<file path="src/rtl/pet_pkg.sv">
// Shared opcodes, mood codes, scan FSM state and mood encoding helper for pet_stat_bank.
package pet_pkg;

  localparam logic [1:0] OP_ADD = 2'b00;
  localparam logic [1:0] OP_SUB = 2'b01;
  localparam logic [1:0] OP_SET = 2'b10;
  localparam logic [1:0] OP_NOP = 2'b11;

  localparam logic [1:0] MOOD_HAPPY    = 2'b00;
  localparam logic [1:0] MOOD_OK       = 2'b01;
  localparam logic [1:0] MOOD_SAD      = 2'b10;
  localparam logic [1:0] MOOD_CRITICAL = 2'b11;

  typedef enum logic {ST_IDLE, ST_SCAN} state_t;

  function automatic logic [1:0] mood_of(input logic [4:0] n_low, input logic all_zero);
    if (all_zero)         return MOOD_CRITICAL;
    else if (n_low == '0) return MOOD_HAPPY;
    else if (n_low < 5'd3) return MOOD_OK;
    else                  return MOOD_SAD;
  endfunction

endpackage

</file>
<file path="src/rtl/pet_tick_gen.sv">
// Decay tick prescaler: counts 0..TICK_DIV-1, tick is high while the count sits at TICK_DIV-1.
module pet_tick_gen #(
  parameter int unsigned TICK_DIV = 10_000_000
) (
  input  logic i_clk,
  input  logic i_rst_n,
  output logic o_tick
);

  localparam int unsigned   CW   = (TICK_DIV > 1) ? $clog2(TICK_DIV) : 1;
  localparam logic [CW-1:0] LAST = CW'(TICK_DIV - 1);

  logic [CW-1:0] r_cnt;

  always_ff @(posedge i_clk or negedge i_rst_n) begin
    if (!i_rst_n)           r_cnt <= '0;
    else if (r_cnt == LAST) r_cnt <= '0;
    else                    r_cnt <= r_cnt + CW'(1);
  end

  assign o_tick = (r_cnt == LAST);

endmodule

</file>
<file path="src/rtl/pet_stat_bank.sv">
// Bank of saturating pet stats with command handshake and per-tick random decay scan.
// Optional macro PET_DEATH_EN adds a dead latch after 8 ticks with every stat at zero.
module pet_stat_bank
  import pet_pkg::*;
#(
  parameter int unsigned NUM_STATS = 6,
  parameter int unsigned STAT_W    = 4,
  parameter int unsigned TICK_DIV  = 10_000_000,
  parameter logic [31:0] INIT_VAL  = 32'hF,
  parameter int unsigned LOW_THR   = 4,
  parameter int unsigned IDX_W     = 4
) (
  input  logic                          clk,
  input  logic                          rst_n,
  input  logic [7:0]                    rand_in,
  input  logic                          cmd_valid,
  output logic                          cmd_ready,
  input  logic [1:0]                    cmd_op,
  input  logic [IDX_W-1:0]              cmd_idx,
  input  logic [STAT_W-1:0]             cmd_val,
  output logic                          cmd_err,
  output logic [NUM_STATS*STAT_W-1:0]   stats_flat,
  output logic [NUM_STATS-1:0]          low_flags,
  output logic [1:0]                    mood,
  output logic                          tick,
  output logic                          overrun
);

  localparam int unsigned          SI_W      = 4;
  localparam logic [STAT_W-1:0]    INIT_S    = INIT_VAL[STAT_W-1:0];
  localparam logic [STAT_W:0]      LOW_T     = (STAT_W+1)'(LOW_THR);
  localparam logic [NUM_STATS-1:0] INIT_LOW  = ({1'b0, INIT_S} < LOW_T) ? '1 : '0;
  localparam logic [1:0]           INIT_MOOD = mood_of(INIT_LOW[0] ? 5'(NUM_STATS) : 5'd0,
                                                       INIT_S == '0);

  state_t               r_state;
  logic [SI_W-1:0]      r_idx;
  logic [7:0]           r_rsnap;
  logic                 r_pending;
  logic                 r_overrun;
  logic                 r_cmd_err;
  logic [STAT_W-1:0]    r_stats     [NUM_STATS];
  logic [STAT_W-1:0]    w_stats_nxt [NUM_STATS];
  logic [NUM_STATS-1:0] r_low;
  logic [NUM_STATS-1:0] w_low;
  logic [1:0]           r_mood;
  logic [4:0]           w_nlow;
  logic                 w_all_zero;
  logic                 w_tick;
  logic                 w_accept;
  logic                 w_idx_bad;
  logic                 w_dead;

  function automatic logic [STAT_W-1:0] sat_add(input logic [STAT_W-1:0] a,
                                                input logic [STAT_W-1:0] b);
    logic [STAT_W:0] s;
    s = {1'b0, a} + {1'b0, b};
    return s[STAT_W] ? '1 : s[STAT_W-1:0];
  endfunction

  pet_tick_gen #(.TICK_DIV(TICK_DIV)) u_tick (
    .i_clk   (clk),
    .i_rst_n (rst_n),
    .o_tick  (w_tick)
  );

`ifdef PET_DEATH_EN
  logic [3:0] r_zero_ticks;
  logic       r_dead;

  always_ff @(posedge clk or negedge rst_n) begin
    if (!rst_n) begin
      r_zero_ticks <= '0;
      r_dead       <= 1'b0;
    end else begin
      if (!w_all_zero)                        r_zero_ticks <= '0;
      else if (w_tick && r_zero_ticks != 4'd8) r_zero_ticks <= r_zero_ticks + 4'd1;
      if (r_zero_ticks == 4'd8)               r_dead <= 1'b1;
    end
  end

  assign w_dead = r_dead;
`else
  assign w_dead = 1'b0;
`endif

  assign cmd_ready = (r_state == ST_IDLE) && !w_dead;
  assign w_accept  = cmd_valid && cmd_ready;
  assign w_idx_bad = 32'(cmd_idx) >= NUM_STATS;

  // Commands only land in IDLE and decay only in SCAN, so one next-state path covers both.
  always_comb begin
    for (int unsigned i = 0; i < NUM_STATS; i++) begin
      w_stats_nxt[i] = r_stats[i];
      if (w_accept && !w_idx_bad && cmd_idx == IDX_W'(i)) begin
        case (cmd_op)
          OP_ADD:  w_stats_nxt[i] = sat_add(r_stats[i], cmd_val);
          OP_SUB:  w_stats_nxt[i] = (r_stats[i] > cmd_val) ? r_stats[i] - cmd_val : '0;
          OP_SET:  w_stats_nxt[i] = cmd_val;
          default: w_stats_nxt[i] = r_stats[i];
        endcase
      end else if (r_state == ST_SCAN && r_idx == SI_W'(i) && r_rsnap[i % 8]
                   && r_stats[i] != '0) begin
        w_stats_nxt[i] = r_stats[i] - STAT_W'(1);
      end
    end
  end

  always_comb begin
    w_low      = '0;
    w_nlow     = '0;
    w_all_zero = 1'b1;
    for (int unsigned i = 0; i < NUM_STATS; i++) begin
      w_low[i] = ({1'b0, r_stats[i]} < LOW_T);
      if (w_low[i])          w_nlow = w_nlow + 5'd1;
      if (r_stats[i] != '0)  w_all_zero = 1'b0;
    end
  end

  always_ff @(posedge clk or negedge rst_n) begin
    if (!rst_n) begin
      r_state   <= ST_IDLE;
      r_idx     <= '0;
      r_rsnap   <= '0;
      r_pending <= 1'b0;
      r_overrun <= 1'b0;
      r_cmd_err <= 1'b0;
      r_stats   <= '{default: INIT_S};
      r_low     <= INIT_LOW;
      r_mood    <= INIT_MOOD;
    end else begin
      r_stats   <= w_stats_nxt;
      r_low     <= w_low;
      r_mood    <= w_dead ? MOOD_CRITICAL : mood_of(w_nlow, w_all_zero);
      r_cmd_err <= w_accept && w_idx_bad;
      case (r_state)
        ST_IDLE: begin
          if ((w_tick || r_pending) && !w_dead) begin
            r_rsnap   <= rand_in;
            r_pending <= 1'b0;
            r_idx     <= '0;
            r_state   <= ST_SCAN;
          end
        end
        ST_SCAN: begin
          // One tick may queue behind a scan; a second one is dropped and flagged.
          if (w_tick) begin
            if (r_pending) r_overrun <= 1'b1;
            else           r_pending <= 1'b1;
          end
          if (r_idx == SI_W'(NUM_STATS - 1)) r_state <= ST_IDLE;
          else                               r_idx   <= r_idx + SI_W'(1);
        end
        default: r_state <= ST_IDLE;
      endcase
    end
  end

  always_comb begin
    stats_flat = '0;
    for (int unsigned i = 0; i < NUM_STATS; i++)
      stats_flat[i*STAT_W +: STAT_W] = r_stats[i];
  end

  assign low_flags = r_low;
  assign mood      = r_mood;
  assign tick      = w_tick;
  assign overrun   = r_overrun;
  assign cmd_err   = r_cmd_err;

endmodule

</file>
<file path="config.mk">
export PLATFORM = sky130hd
export DESIGN_NAME = pet_stat_bank
export DESIGN_NICKNAME = d
export VERILOG_FILES = /design/src/rtl/pet_pkg.sv /design/src/rtl/pet_tick_gen.sv /design/src/rtl/pet_stat_bank.sv
export SDC_FILE = /design/constraint.sdc
export NUM_CORES = 1
export LEC_CHECK = 0
export CELL_PAD_IN_SITES_DETAIL_PLACEMENT = 0
export CELL_PAD_IN_SITES_GLOBAL_PLACEMENT = 1
export CORE_AREA = 4 4 116 118
export CTS_CLUSTER_SIZE = 28
export DETAILED_ROUTE_END_ITERATION = 12
export DIE_AREA = 0 0 120 122
export PLACE_DENSITY = 0.84
export SETUP_SLACK_MARGIN = 0.3
export SLEW_MARGIN = 20
export SYNTH_ARGS = -nofsm -noshare
export SYNTH_HDL_FRONTEND = slang
export SYNTH_HIERARCHICAL = 1
export SYNTH_SLANG_ARGS = --single-unit
</file>
<file path="constraint.sdc">
create_clock -name clk -period 5.85 [get_ports clk]
set_clock_uncertainty 0.2 [all_clocks]
set_input_delay 1.4625 -clock clk [delete_from_list [all_inputs] [get_ports clk]]
set_output_delay 1.4625 -clock clk [all_outputs]
set_load 0.02 [all_outputs]
</file>
==> results.py, run 1 <==
metrics = {
    "status": {
        "outcome": "finished, final reports clean",
    },
    "timing": {
        "setup_violations": 0,
        "rsz0062_at_grt": "no",
        "fmax_mhz": 226,
        "slew_violations": 0,
        "finalCriticalPeriod_ns": 4.42,
        "fin_tns_setup_ns": 0,
        "final_hold_viol_count": 0,
        "timing.slew.headroom": 0.421,
        "min_period_over_period": 0.755,
        "tightest_slew_ns": 0.868,
    },
    "die": {
        "start_util": 0.484,
        "die-area_mm2": 0.0146,
        "fp-row-count": 41,
        "dieWidth_um": 120,
        "die_h_um": 122,
        "ioPinCount": 57,
        "core-area_mm2": 0.0125,
    },
    "synthesis": {
        "syn_area_per_cell_um2": 9.18,
        "synth_cell_types": 79,
        "ys.flop_type": "dfrtp_1",
        "synth_seq_cells": 70,
        "synth-seq-area-share": 0.295,
        "syn-num-nets": 763,
        "synth_warnings": 6,
        "syn_inst": 657,
        "async_reset_ff_frac": 1.00,
        "synth-edff-count": 0,
        "syn_area_mm2": 0.00603,
    },
    "setup_path": {
        "worstSetupStartpointType": "input port",
        "cpMaxStageDelayCell": "clkdlybuf4s50_1",
        "crit_path_cell_trace": "clkdlybuf4s50_1 > ha_1 > inv_1 > fa_1 > o21bai_1 > a211oi_1 > nor3b_1 > o21ai_0 > o221ai_1 > a221oi_1",
        "cpPeakStageDelay_ns": 0.97,
        "worstSetupPathType": "input port to flip-flop",
        "r2r-start": "stats_flat[2]",
        "startpoint": "cmd_val[0]",
        "cp_max_fo": 13,
        "endpoint_kind": "flip-flop",
        "r2r_slack_ns": 2.01,
        "cp_data_arrival_time_ns": 4.45,
        "required_ns": 5.89,
    },
    "placement": {
        "dp.cells": 876,
        "port_buffers": 54,
        "gp_congestion": 0.908,
        "hpwl_um": 12200,
    },
    "clock_network": {
        "post_cts_buffers": 0,
        "clk_latency_ns": 0.34,
        "root_buffer": "clkbuf_16",
        "cts_buffers": 9,
        "clk_pin_slew_ns": 0.06,
        "hold_buffers": 0,
        "cts_resized": 0,
        "numClockSinks": 70,
        "cts_buffer_depth": 2,
        "cts_tree": "done",
        "h-tree-depth": 3,
    },
    "grt": {
        "overflow": 0,
        "grt_usage": 0.230,
        "grt_max_degree": 38,
        "antenna_found_initial": 0,
        "grt_pass1_vias": 5129,
        "grt_pass1_wl_um": 26600,
    },
    "final_layout": {
        "drive_gt1_frac": 0.117,
        "final_core_util": 0.567,
        "nNetsFinal": 821,
        "instances_no_fill": 892,
        "syn_to_final_growth_pct": 17.2,
        "n_antenna_cell": 0,
    },
    "routing": {
        "vias_per_cell": 5.82,
        "drt-wirelength-per-cell_um": 18.2,
        "num_vias": 5192,
        "drc_errors": 0,
        "postRouteWirelength_um": 16200,
        "antenna_left": 0,
        "drt_pass1_iterations": 6,
        "drt_iter0_drc": 425,
    },
    "power_and_ir_drop": {
        "p_leak_nw": 3.16,
        "ir_drop_v": 0.000180,
        "power_density_mw_per_mm2": 372,
    },
    "min_path": {
        "hp-start": "overrun",
        "hold_path.class": "flip-flop to flip-flop",
    },
    "flow_run": {
        "maxCapViolCount": 0,
    },
}
cells in the final DEF, fill, tap and decap left out, types with 5 or more instances in the layout:
cell type        count
o21a_1               5
a21oi_1             48
fa_1                12
dfrtp_1             46
xor2_1              13
inv_1               56
nor3_1               8
a21o_1               9
ha_1                73
o211a_1              5
nor2b_1              5
nand3_1             19
o21ai_0             31
xnor2_1             25
o21bai_1             7
and2_1              10
o22a_1               7
a221oi_1             5
nand2_1             49
nor3b_1              7
clkdlybuf4s50_1     53
and3_1               6
nand2b_1             5
a211oi_1            15
mux2_2               7
nand4_1             13
nor2_1              46
clkbuf_16            9
dfstp_2             24
through the flow:
stage / hold WS (ns) / power [W] / setup slack [ns] / instance area [µm²]
after detailed placement: 0.270 / 0.00207 / 1.14 / 6770
after global routing: 0.300 / 0.00282 / 1.36 / 7070
final: 0.278 / 0.00263 / 1.43 / 7070
after floorplan: 0.252 / 0.00164 / 2.18 / 6030
after CTS: 0.283 / 0.00263 / 1.48 / 7070
after global placement: 0.254 / 0.00203 / 1.23 / 6770
state kept, by name, indices dropped and copies added, names as in the netlist, 2 cells and up:
register	count
r_idx	4
mood	2
r_rsnap	6
stats_flat	24
low_flags	6
u_tick/r_cnt	24
path summary, 6_finish.rpt:
kind	end	cells past startpoint
worst min register to register	overrun	1
worst max register to register	mood[0]	17
min in group asynchronous	low_flags[0]	1
max in group asynchronous	mood[1]	2
worst min-delay path	overrun	1
worst max-delay path	stats_flat[11]	10
cell usage after synthesis, drive strengths merged (6+ instances only):
| master | instances | area share |
|---|---|---|
| a211oi | 15 | 0.019 |
| a21o | 10 | 0.013 |
| a21oi | 48 | 0.040 |
| and2 | 11 | 0.012 |
| and3 | 6 | 0.0062 |
| buf | 6 | 0.0066 |
| clkbuf | 6 | 0.0037 |
| dfrtp | 46 | 0.19 |
| dfstp | 24 | 0.10 |
| fa | 12 | 0.040 |
| ha | 73 | 0.15 |
| inv | 56 | 0.035 |
| mux2 | 7 | 0.013 |
| nand2 | 49 | 0.030 |
| nand3 | 22 | 0.021 |
| nand4 | 14 | 0.017 |
| nor2 | 51 | 0.035 |
| nor3 | 10 | 0.011 |
| nor3b | 7 | 0.0087 |
| nor4 | 6 | 0.0083 |
| o21ai | 33 | 0.028 |
| o21bai | 7 | 0.0087 |
| o22a | 7 | 0.010 |
| or2 | 6 | 0.0062 |
| xnor2 | 26 | 0.041 |
| xor2 | 13 | 0.019 |
per-layer routing:
metal	share of wire	GRT usage	vias up
li1	-	-	2472
met5	0	0	-
met4	0.021	0.0787	0
met2	0.46	0.367	162
met1	0.46	0.318	2525
met3	0.054	0.0390	33
area by class of cell:
cell class / instances / area [µm²]
clock buffer: 9 / 225
timing repair buffer: 59 / 586
fill: 1139 / 5400
inverter: 56 / 210
tap: 172 / 215
clock inverter: 7 / 73.8
sequential: 70 / 1780
multi-input combinational: 519 / 3980
logic make-up (layout without fill, tap and decap cells):
kind of cell / count (synthesis) / after routing / synth area share
muxes: 8 / 8 / 0.0147
adders and majority gates: 85 / 85 / 0.191
buffers and inverters: 68 / 131 / 0.0452
xor gates and xnor gates: 40 / 40 / 0.0637
DFF: 70 / 70 / 0.295
and+or+nand+nor: 214 / 214 / 0.201
AOI/OAI and AO/OA: 172 / 172 / 0.189
worst max-delay path, delay by kind of cell:
family	cells	cell delay, ns
compound gates	5	1.04
simple gates	1	0.20
buf+inv	2	1.03
fa+ha+maj	2	0.70
power breakdown:
group	switching [W]	internal, W	leakage, nW
registers	0.000142	0.000611	0.854
logic	0.000724	0.000597	2.16
clock network	0.000223	0.000331	0.146
total	0.00109	0.00154	3.16
(Power assumes the default switching activity.)
==> run 2: changes to the inputs <==
Settings changed: CORE_AREA 4 4 116 118 to 4 4 127 129, DIE_AREA 0 0 120 122 to 0 0 131 133, PLACE_DENSITY 0.84 to 0.74.
Clock period 5.85 ns to 4.04 ns, I/O delays scaled along.
==> run 2 against run 1 <==
Die area increased by 19%. Worst setup slack got worse by 0.93 ns. Sequential share of layout area fell by 0.75 points. Total power is 51% higher. First-iteration DRC count is 29% lower. Design area is 3.1% higher. Critical path depth increased by 1. Register-to-register slack worse by 1.5 ns. Combinational power is 53% higher. Critical endpoint unchanged. Highest routed layer unchanged. Critical path type unchanged. Cell count rose by 3.6%. Flip-flop and latch count unchanged. Routed wire length grew 4.2%.
==> results.py, run 2 (synthesis results as in run 1) <==
metrics = {
    "min_path": {
        "hold_path.class": "flip-flop to flip-flop",
        "hp-start": "overrun",
    },
    "routing": {
        "drc_errors": 0,
        "vias_per_cell": 5.62,
        "antenna_left": 0,
        "postRouteWirelength_um": 16900,
        "drt-wirelength-per-cell_um": 18.3,
        "drt_pass1_iterations": 5,
        "num_vias": 5196,
        "drt_iter0_drc": 301,
    },
    "placement": {
        "port_buffers": 54,
        "hpwl_um": 12500,
        "placed_cell_area_mm2": 0.00688,
        "gp_congestion": 0.934,
    },
    "grt": {
        "antenna_found_initial": 0,
        "grt_usage": 0.197,
        "grt_pass1_vias": 5082,
        "grt_max_degree": 71,
        "overflow": 0,
        "grt_pass1_wl_um": 26900,
    },
    "final_layout": {
        "syn_to_final_growth_pct": 20.8,
        "drive_gt1_frac": 0.144,
        "layout_commonest_cell": "ha_1",
        "final_cell_mix": "ha_1, inv_1, clkdlybuf4s50_1, nand2_1, a21oi_1",
        "final_area_mm2": 0.00729,
        "nNetsFinal": 837,
        "n_antenna_cell": 0,
    },
    "die": {
        "dieWidth_um": 131,
        "die-area_mm2": 0.0174,
        "core-area_mm2": 0.0150,
        "fp-row-count": 45,
        "ioPinCount": 57,
        "die_h_um": 133,
        "start_util": 0.401,
    },
    "timing": {
        "rsz0062_at_grt": "no",
        "setup_violations": 0,
        "finalCriticalPeriod_ns": 3.54,
        "tightest_slew_ns": 0.923,
        "fin_tns_setup_ns": 0,
        "fmax_mhz": 283,
        "final_hold_viol_count": 0,
        "timing.slew.headroom": 0.385,
        "min_period_over_period": 0.876,
        "slew_violations": 0,
    },
    "clock_network": {
        "clk_pin_slew_ns": 0.06,
        "root_buffer": "clkbuf_16",
        "cts_buffers": 9,
        "cts_buffer_depth": 2,
        "hold_buffers": 0,
        "clk_latency_ns": 0.34,
        "numClockSinks": 70,
        "cts_tree": "done",
        "h-tree-depth": 3,
    },
    "flow_run": {
        "maxCapViolCount": 0,
    },
    "setup_path": {
        "startpoint": "cmd_val[0]",
        "endpoint_kind": "flip-flop",
        "cp_max_fo": 13,
        "required_ns": 4.08,
        "worstSetupPathType": "input port to flip-flop",
        "cp_data_arrival_time_ns": 3.58,
        "cpMaxStageDelayCell": "clkdlybuf4s50_1",
        "crit_path_cell_trace": "clkdlybuf4s50_1 > buf_12 > ha_1 > inv_1 > fa_1 > o21bai_1 > a211oi_1 > nor3b_1 > o21ai_0 > o221ai_1 > a221oi_1",
        "cpPeakStageDelay_ns": 0.50,
        "r2r-start": "stats_flat[6]",
        "worstSetupStartpointType": "input port",
    },
    "status": {
        "outcome": "finished, final reports clean",
    },
    "power_and_ir_drop": {
        "power_density_mw_per_mm2": 545,
        "total_power_w": 0.00397,
        "p_leak_nw": 3.26,
        "ir_drop_v": 0.000258,
    },
}
## run 2: cell count changes in the layout (fill, tap and decap cells not counted), sizes merged
cell,change
clkinv,-2
clkbuf,+1
buf,+16
bufinv,+1
## run 2: metrics by stage
| stage | utilization | setup WS [ns] | std cells | hold slack [ns] |
|---|---|---|---|---|
| final | 0.485 | 0.502 | 924 | 0.278 |
| after floorplan | - | 0.640 | 657 | 0.252 |
| after CTS | 0.479 | 0.329 | 918 | 0.283 |
| after global routing | 0.485 | 0.311 | 924 | 0.304 |
| after global placement | 0.458 | 0.289 | 902 | 0.260 |
| after detailed placement | 0.458 | 0.247 | 902 | 0.263 |
## run 2: final cells by class
type | count | area, µm²
clock buffer | 10 | 229
multi-input combinational | 519 | 4020
inverter | 56 | 210
tap | 188 | 235
fill | 1424 | 7750
sequential | 70 | 1780
timing repair buffer | 75 | 718
clock inverter | 6 | 93.8
## run 2: power breakdown
group | leakage, nW | switching, W | internal (W)
clock | 0.153 | 0.000331 | 0.000545
combinational | 2.25 | 0.00109 | 0.000931
sequential | 0.854 | 0.000197 | 0.000884
## run 2: worst paths after layout
check                                       end  slack, ns  depth (start not counted)
max in group asynchronous       u_tick/r_cnt[4]       2.35                          2
min in group asynchronous          low_flags[0]       0.71                          2
worst max register to register          mood[1]       0.51                         16
worst min-delay path                    overrun       0.28                          1
worst min register to register          overrun       0.28                          1
worst max-delay path             stats_flat[11]       0.50                         11
## run 2: worst max-delay path, delay by kind of cell
kind | cells | cell delay [ns]
AO/OA/AOI/OAI | 5 | 1.03
adder cells (fa/ha/maj) | 2 | 0.61
buffers and inverters | 3 | 0.73
AND/OR/NAND/NOR | 1 | 0.20
## run 2: timing repair
action,CTS,global route
pin swaps,0,0
buffers inserted,0,6
gates resized for setup,1,7
endpoints found under the setup margin,1,3
hold endpoints to repair,0,0
## run 2: routing by layer
| layer | share of wire | wire (µm) | vias up | GRT usage |
|---|---|---|---|---|
| li1 | - | - | 2501 | - |
| met1 | 0.46 | 7830 | 2521 | 0.275 |
| met2 | 0.47 | 7960 | 150 | 0.313 |
| met3 | 0.048 | 803 | 24 | 0.0379 |
| met4 | 0.017 | 284 | 0 | 0.0474 |
| met5 | 0 | 0 | - | 0 |
